==> src/rtl/fifo_rd_framer.sv <==
// fifo_rd_framer: pops bytes from a non-show-ahead FIFO and frames them into
// packets of HDR_BYTE, PKT_LEN payload bytes and an 8-bit modular checksum,
// presented on a valid/ready byte stream.
//
// Ports
//   clk_rd         single clock (FIFO read side)
//   rst_rd_n       asynchronous active-low reset
//   fifo_empty_rd  upstream FIFO empty flag
//   rd_en          pop strobe to upstream FIFO; rd_data is valid the next cycle
//   rd_data        upstream FIFO data
//   m_data         stream byte out
//   m_valid        m_data is valid
//   m_ready        downstream accepts the byte when m_valid is high
//   m_last         marks the checksum byte (final byte of a packet)
//   pkt_cnt        completed packet count, wraps at 16 bits
//
// State table
//   state      | meaning
//   ST_IDLE    | waiting for FIFO data to start a packet
//   ST_HDR     | presenting the header byte
//   ST_PAYLOAD | fetching from FIFO and streaming PKT_LEN payload bytes
//   ST_CSUM    | presenting the checksum byte (m_last=1)

module fifo_rd_framer #(
    parameter int unsigned PKT_LEN  = 16,
    parameter logic [7:0]  HDR_BYTE = 8'hA5
) (
    input  logic        clk_rd,
    input  logic        rst_rd_n,
    input  logic        fifo_empty_rd,
    output logic        rd_en,
    input  logic [7:0]  rd_data,
    output logic [7:0]  m_data,
    output logic        m_valid,
    input  logic        m_ready,
    output logic        m_last,
    output logic [15:0] pkt_cnt
);

    localparam logic [7:0] LEN    = 8'(PKT_LEN);
    localparam logic [7:0] LEN_M1 = 8'(PKT_LEN - 1);

    typedef enum logic [1:0] {
        ST_IDLE    = 2'd0,
        ST_HDR     = 2'd1,
        ST_PAYLOAD = 2'd2,
        ST_CSUM    = 2'd3
    } state_t;

    state_t      state_q, state_d;
    logic [7:0]  buf0_q, buf0_d;       // head of the 2-entry payload buffer
    logic [7:0]  buf1_q, buf1_d;
    logic [1:0]  buf_cnt_q, buf_cnt_d;
    logic        inflight_q, inflight_d;
    logic [7:0]  req_q, req_d;         // bytes popped from FIFO this packet
    logic [7:0]  sent_q, sent_d;       // payload bytes accepted this packet
    logic [7:0]  csum_q, csum_d;
    logic [15:0] pkt_cnt_q, pkt_cnt_d;

    logic        pop_now;
    logic [2:0]  occ;

    assign pkt_cnt = pkt_cnt_q;

    // Output decode and FIFO read request
    always_comb begin
        m_valid = 1'b0;
        m_last  = 1'b0;
        m_data  = 8'h00;
        case (state_q)
            ST_HDR: begin
                m_valid = 1'b1;
                m_data  = HDR_BYTE;
            end
            ST_PAYLOAD: begin
                m_valid = (buf_cnt_q != 2'd0);
                m_data  = buf0_q;
            end
            ST_CSUM: begin
                m_valid = 1'b1;
                m_last  = 1'b1;
                m_data  = csum_q;
            end
            default: ;
        endcase

        pop_now = (state_q == ST_PAYLOAD) && (buf_cnt_q != 2'd0) && m_ready;

        // Buffer occupancy once the in-flight byte lands and any pop is taken;
        // pop_now implies buf_cnt_q >= 1, so this never underflows.
        occ = {1'b0, buf_cnt_q} + {2'b00, inflight_q} - {2'b00, pop_now};

        rd_en = (state_q == ST_PAYLOAD) && !fifo_empty_rd &&
                (req_q < LEN) && (occ < 3'd2);
    end

    // Next-state and datapath
    always_comb begin
        state_d    = state_q;
        buf0_d     = buf0_q;
        buf1_d     = buf1_q;
        buf_cnt_d  = buf_cnt_q;
        inflight_d = rd_en;
        req_d      = req_q + {7'd0, rd_en};
        sent_d     = sent_q;
        csum_d     = csum_q;
        pkt_cnt_d  = pkt_cnt_q;

        // Pop shifts the buffer first, then a returning FIFO byte is written
        // behind whatever remains, so pop+capture keeps order and count.
        if (pop_now) begin
            buf0_d    = buf1_q;
            buf_cnt_d = buf_cnt_q - 2'd1;
        end
        if (inflight_q) begin
            if (buf_cnt_d == 2'd0) begin
                buf0_d = rd_data;
            end else begin
                buf1_d = rd_data;
            end
            buf_cnt_d = buf_cnt_d + 2'd1;
        end

        case (state_q)
            ST_IDLE: begin
                if (!fifo_empty_rd) begin
                    state_d = ST_HDR;
                    req_d   = 8'd0;
                    sent_d  = 8'd0;
                    csum_d  = 8'd0;
                end
            end
            ST_HDR: begin
                if (m_ready) begin
                    state_d = ST_PAYLOAD;
                end
            end
            ST_PAYLOAD: begin
                if (pop_now) begin
                    csum_d = csum_q + buf0_q;
                    sent_d = sent_q + 8'd1;
                    if (sent_q == LEN_M1) begin
                        state_d = ST_CSUM;
                    end
                end
            end
            ST_CSUM: begin
                if (m_ready) begin
                    pkt_cnt_d = pkt_cnt_q + 16'd1;
                    if (!fifo_empty_rd) begin
                        state_d = ST_HDR;
                        req_d   = 8'd0;
                        sent_d  = 8'd0;
                        csum_d  = 8'd0;
                    end else begin
                        state_d = ST_IDLE;
                    end
                end
            end
            default: state_d = ST_IDLE;
        endcase
    end

    always_ff @(posedge clk_rd or negedge rst_rd_n) begin
        if (!rst_rd_n) begin
            state_q    <= ST_IDLE;
            buf0_q     <= 8'h00;
            buf1_q     <= 8'h00;
            buf_cnt_q  <= 2'd0;
            inflight_q <= 1'b0;
            req_q      <= 8'd0;
            sent_q     <= 8'd0;
            csum_q     <= 8'd0;
            pkt_cnt_q  <= 16'd0;
        end else begin
            state_q    <= state_d;
            buf0_q     <= buf0_d;
            buf1_q     <= buf1_d;
            buf_cnt_q  <= buf_cnt_d;
            inflight_q <= inflight_d;
            req_q      <= req_d;
            sent_q     <= sent_d;
            csum_q     <= csum_d;
            pkt_cnt_q  <= pkt_cnt_d;
        end
    end

endmodule
==> config.mk <==
export PLATFORM = sky130hd
export DESIGN_NAME = fifo_rd_framer
export DESIGN_NICKNAME = d
export VERILOG_FILES = /design/src/rtl/fifo_rd_framer.sv
export SDC_FILE = /design/constraint.sdc
export NUM_CORES = 1
export LEC_CHECK = 0
export BUFFER_PORTS_ARGS = -buffer_cell sky130_fd_sc_hd__buf_4
export CORE_MARGIN = 2
export CORE_UTILIZATION = 60
export CTS_CLUSTER_DIAMETER = 60
export DETAILED_ROUTE_END_ITERATION = 8
export GPL_TIMING_DRIVEN = 0
export PLACE_DENSITY = 0.91
export SYNTH_ARGS = -nofsm -noshare
export SYNTH_HDL_FRONTEND = slang
export SYNTH_SLANG_ARGS = --single-unit
==> constraint.sdc <==
create_clock -name clk_rd -period 4.45 [get_ports clk_rd]
set_input_delay 0.2225 -clock clk_rd [delete_from_list [all_inputs] [get_ports clk_rd]]
set_output_delay 0.2225 -clock clk_rd [all_outputs]
set_load 0.02 [all_outputs]
==> impl_metrics.env <==
export IMPL_yosys_area_share_simple=0.167
export IMPL_grt_pass1_vias=2581
export IMPL_synthMuxAreaShare=0.0621
export IMPL_gp_congestion=0.889
export IMPL_relSlewSlack=0.332
export IMPL_path_clk_slew_ns=0.07
export IMPL_synth_compound_area_frac=0.112
export IMPL_fmax_ghz=0.276
export IMPL_die_h_um=77.7
export IMPL_cts_root_buffer="clkbuf_8"
export IMPL_clkSinkCount=61
export IMPL_fin_tns_setup_ns=0
export IMPL_wl_per_cell_um=15.4
export IMPL_cts_setup_buffers=0
export IMPL_setup_violations_final=0
export IMPL_drt_wl_total_um=6810
export IMPL_clk_latency_ns=0.34
export IMPL_syn_inst=316
export IMPL_clk_path_buf_depth=2
export IMPL_synth_top_cell_area_share=0.468
export IMPL_yosysMostFrequentCell="dfrtp_1"
export IMPL_ys_top_cells_by_count="61 x dfrtp_1, 29 x nand2_1, 26 x nor2_1, 21 x xnor2_1, 20 x o21ai_0"
export IMPL_io_pin_count=39
export IMPL_numPortBuffers=38
export IMPL_pre_cts_ws_ns=0.909
export IMPL_overflow=0
export IMPL_grt_max_degree=62
export IMPL_drtIter0Drc=109
export IMPL_layout_drive_gt1_share=0.197
export IMPL_async_reset_ff_frac=1.00
export IMPL_period_needed_ns=3.63
export IMPL_synthTopCellsByArea="dfrtp_1 47%, ha_1 6.5%, xnor2_1 5.6%"
export IMPL_grt_pass1_wl_um=11600
export IMPL_start_kind="flop"
export IMPL_die_w_um=77.7
export IMPL_synth_area_um2=3260
export IMPL_power_leakage_nw=1.89
export IMPL_cts_tree="yes"
export IMPL_synth_largest_area_cell="dfrtp_1"
export IMPL_worstSetupEndpointType="flop"
export IMPL_cts_buffers_inserted=9
export IMPL_avgViaCountPerCell=5.69
export IMPL_yosysWarningCount=0
export IMPL_synth_top_family_by_area="simple AND/OR/NAND/NOR gates"
export IMPL_synthXorXnorAreaFrac=0.0913
export IMPL_core_area_um2=5170
export IMPL_dp_hpwl_um=4900
export IMPL_drc_errors=0
export IMPL_critPathMaxFanout=10
export IMPL_rows=26
export IMPL_synthAdderAreaFrac=0.0775
export IMPL_first_pass_iters=4
export IMPL_setup_ws_ns=0.824
export IMPL_peakVddDrop_mv=0.405
export IMPL_path_class="reg -> reg"
export IMPL_via_count=2510
export IMPL_h_tree_depth=3
export IMPL_yosysSeqAreaShare=0.468
export IMPL_avgSynthCellArea_um2=10.3
export IMPL_skew_ns=0.00891
export IMPL_ys_flop_type="dfrtp_1"
export IMPL_postCtsHoldBufs=1
export IMPL_die_area_um2=6040
export IMPL_synthDistinctLibCells=45
export IMPL_areaGrowthSynthToFinish_pct=19.1
export IMPL_fin_crit_sh=0.815
export IMPL_antenna_found_initial=0
export IMPL_ys_seq_elements=61
export IMPL_synth_edff_count=0
export IMPL_initial_utilization=0.631
export IMPL_worstMarginPinSlew_ns=0.994
export IMPL_syn_nets=347
export IMPL_ant_nets=0
export IMPL_fill_cells=359
export IMPL_maxCapViolCount=0
export IMPL_rsz0062_at_grt="false"
export IMPL_antenna_cells=0
export IMPL_status="complete, no violations"
export IMPL_hold_class="in -> reg"
export IMPL_maxSlewViolCount=0
export IMPL_cts_resized=0
export IMPL_hold_viol=0
export IMPL_cp_arrival_ns=3.84
export IMPL_grtUsageTotal=0.247
export IMPL_cp_required_ns=4.66
export IMPL_cellPowerDensity_nw_per_um2=619
export IMPL_fin_nets=397
registers in the layout (all words and copies together) (netlist names):
signal	flops
pkt_cnt	16
buf0_q	8
buf1_q	8
csum_q	8
req_q	8
sent_q	8
buf_cnt_q	2
state_q	2
inflight_q	1
cell families (layout without fill, tap and decap cells):
logic type,count (synthesis),in the layout
simple gates,109,109
xor+xnor,34,34
flops,61,61
mux,19,19
fa+ha+maj,19,19
buf+inv,18,73
compound gates,56,56
cell type report:
class,count,area (µm²),area share
inverter,7,26.3,0.00676
timing repair buffer,39,295,0.0760
sequential,61,1530,0.393
tap,70,87.6,0.0225
buffer,11,45.0,0.0116
clock inverter,4,95.1,0.0245
multi-input combinational,237,1660,0.428
clock buffer,12,145,0.0374
power breakdown:
group          total, mW  internal [mW]  switching, mW
clock network      0.594          0.387          0.208
logic              0.976          0.410          0.566
registers          0.836          0.695          0.142
total               2.41           1.49          0.915
worst paths after layout:
kind / end / slack [ns] / start / cells after the start
max: req_q[4]$_DFF_PN0_ / 0.82 / state_q[0]$_DFFE_PN0P_ / 16
min: buf0_q[4]$_DFF_PN0_ / 0.1 / rd_data[4] / 3
min reg2reg: pkt_cnt[15]$_DFFE_PN0P_ / 0.47 / pkt_cnt[15]$_DFFE_PN0P_ / 1
min in group asynchronous: pkt_cnt[12]$_DFFE_PN0P_ / 0.47 / rst_rd_n / 2
max in group asynchronous: sent_q[2]$_DFFE_PN0P_ / 3.47 / rst_rd_n / 2
max reg2reg: req_q[4]$_DFF_PN0_ / 0.82 / state_q[0]$_DFFE_PN0P_ / 16
per-layer routing:
layer	track usage	share of wire	wire (µm)	up-vias
li1	-	-	-	1213
met3	0.0337	0.039	267	13
met1	0.312	0.44	3020	1222
met4	0.138	0.021	142	0
met2	0.410	0.50	3380	62
met5	0	0	0	-
per-stage QoR:
step / hold WS (ns) / cell area [µm²] / cells / total power [mW] / util
floorplan: -0.0731 / 3260 / 316 / 1.49 / -
global placement: 0.332 / 3630 / 424 / 1.74 / 0.703
detailed placement: 0.334 / 3630 / 424 / 1.80 / 0.703
CTS: 0.0896 / 3880 / 441 / 2.40 / 0.751
global route: 0.111 / 3880 / 441 / 2.56 / 0.751
finish: 0.0963 / 3880 / 441 / 2.41 / 0.751
placed cells by master (no fill, tap or decap), drive strengths merged, types with 3 or more instances in the layout:
cell	count
buf	44
clkbuf	17
a21oi	15
a22oi	9
nor3	4
nor4	3
xor2	13
and3	6
mux2	10
xnor2	21
inv	7
nand2	29
nor2b	6
nand4	5
nand3	16
bufinv	3
o21ai	20
nor2	26
or2	3
mux2i	9
dfrtp	61
ha	17
critical path, stage by stage (launching register included):
cell and delay [ns]:
dfrtp_1 0.42, inv_1 0.10, ha_1 0.19, buf_2 0.16
nand3b_2 0.20, buf_2 0.35, nor2_1 0.11, fa_1 0.42
xor2_1 0.17, nor3_1 0.14, nand4_1 0.11, nor2_1 0.27
ha_1 0.28, ha_1 0.24, nand3_1 0.11, xor2_1 0.17
nor2_1 0.06
(Power assumes the default switching activity.)
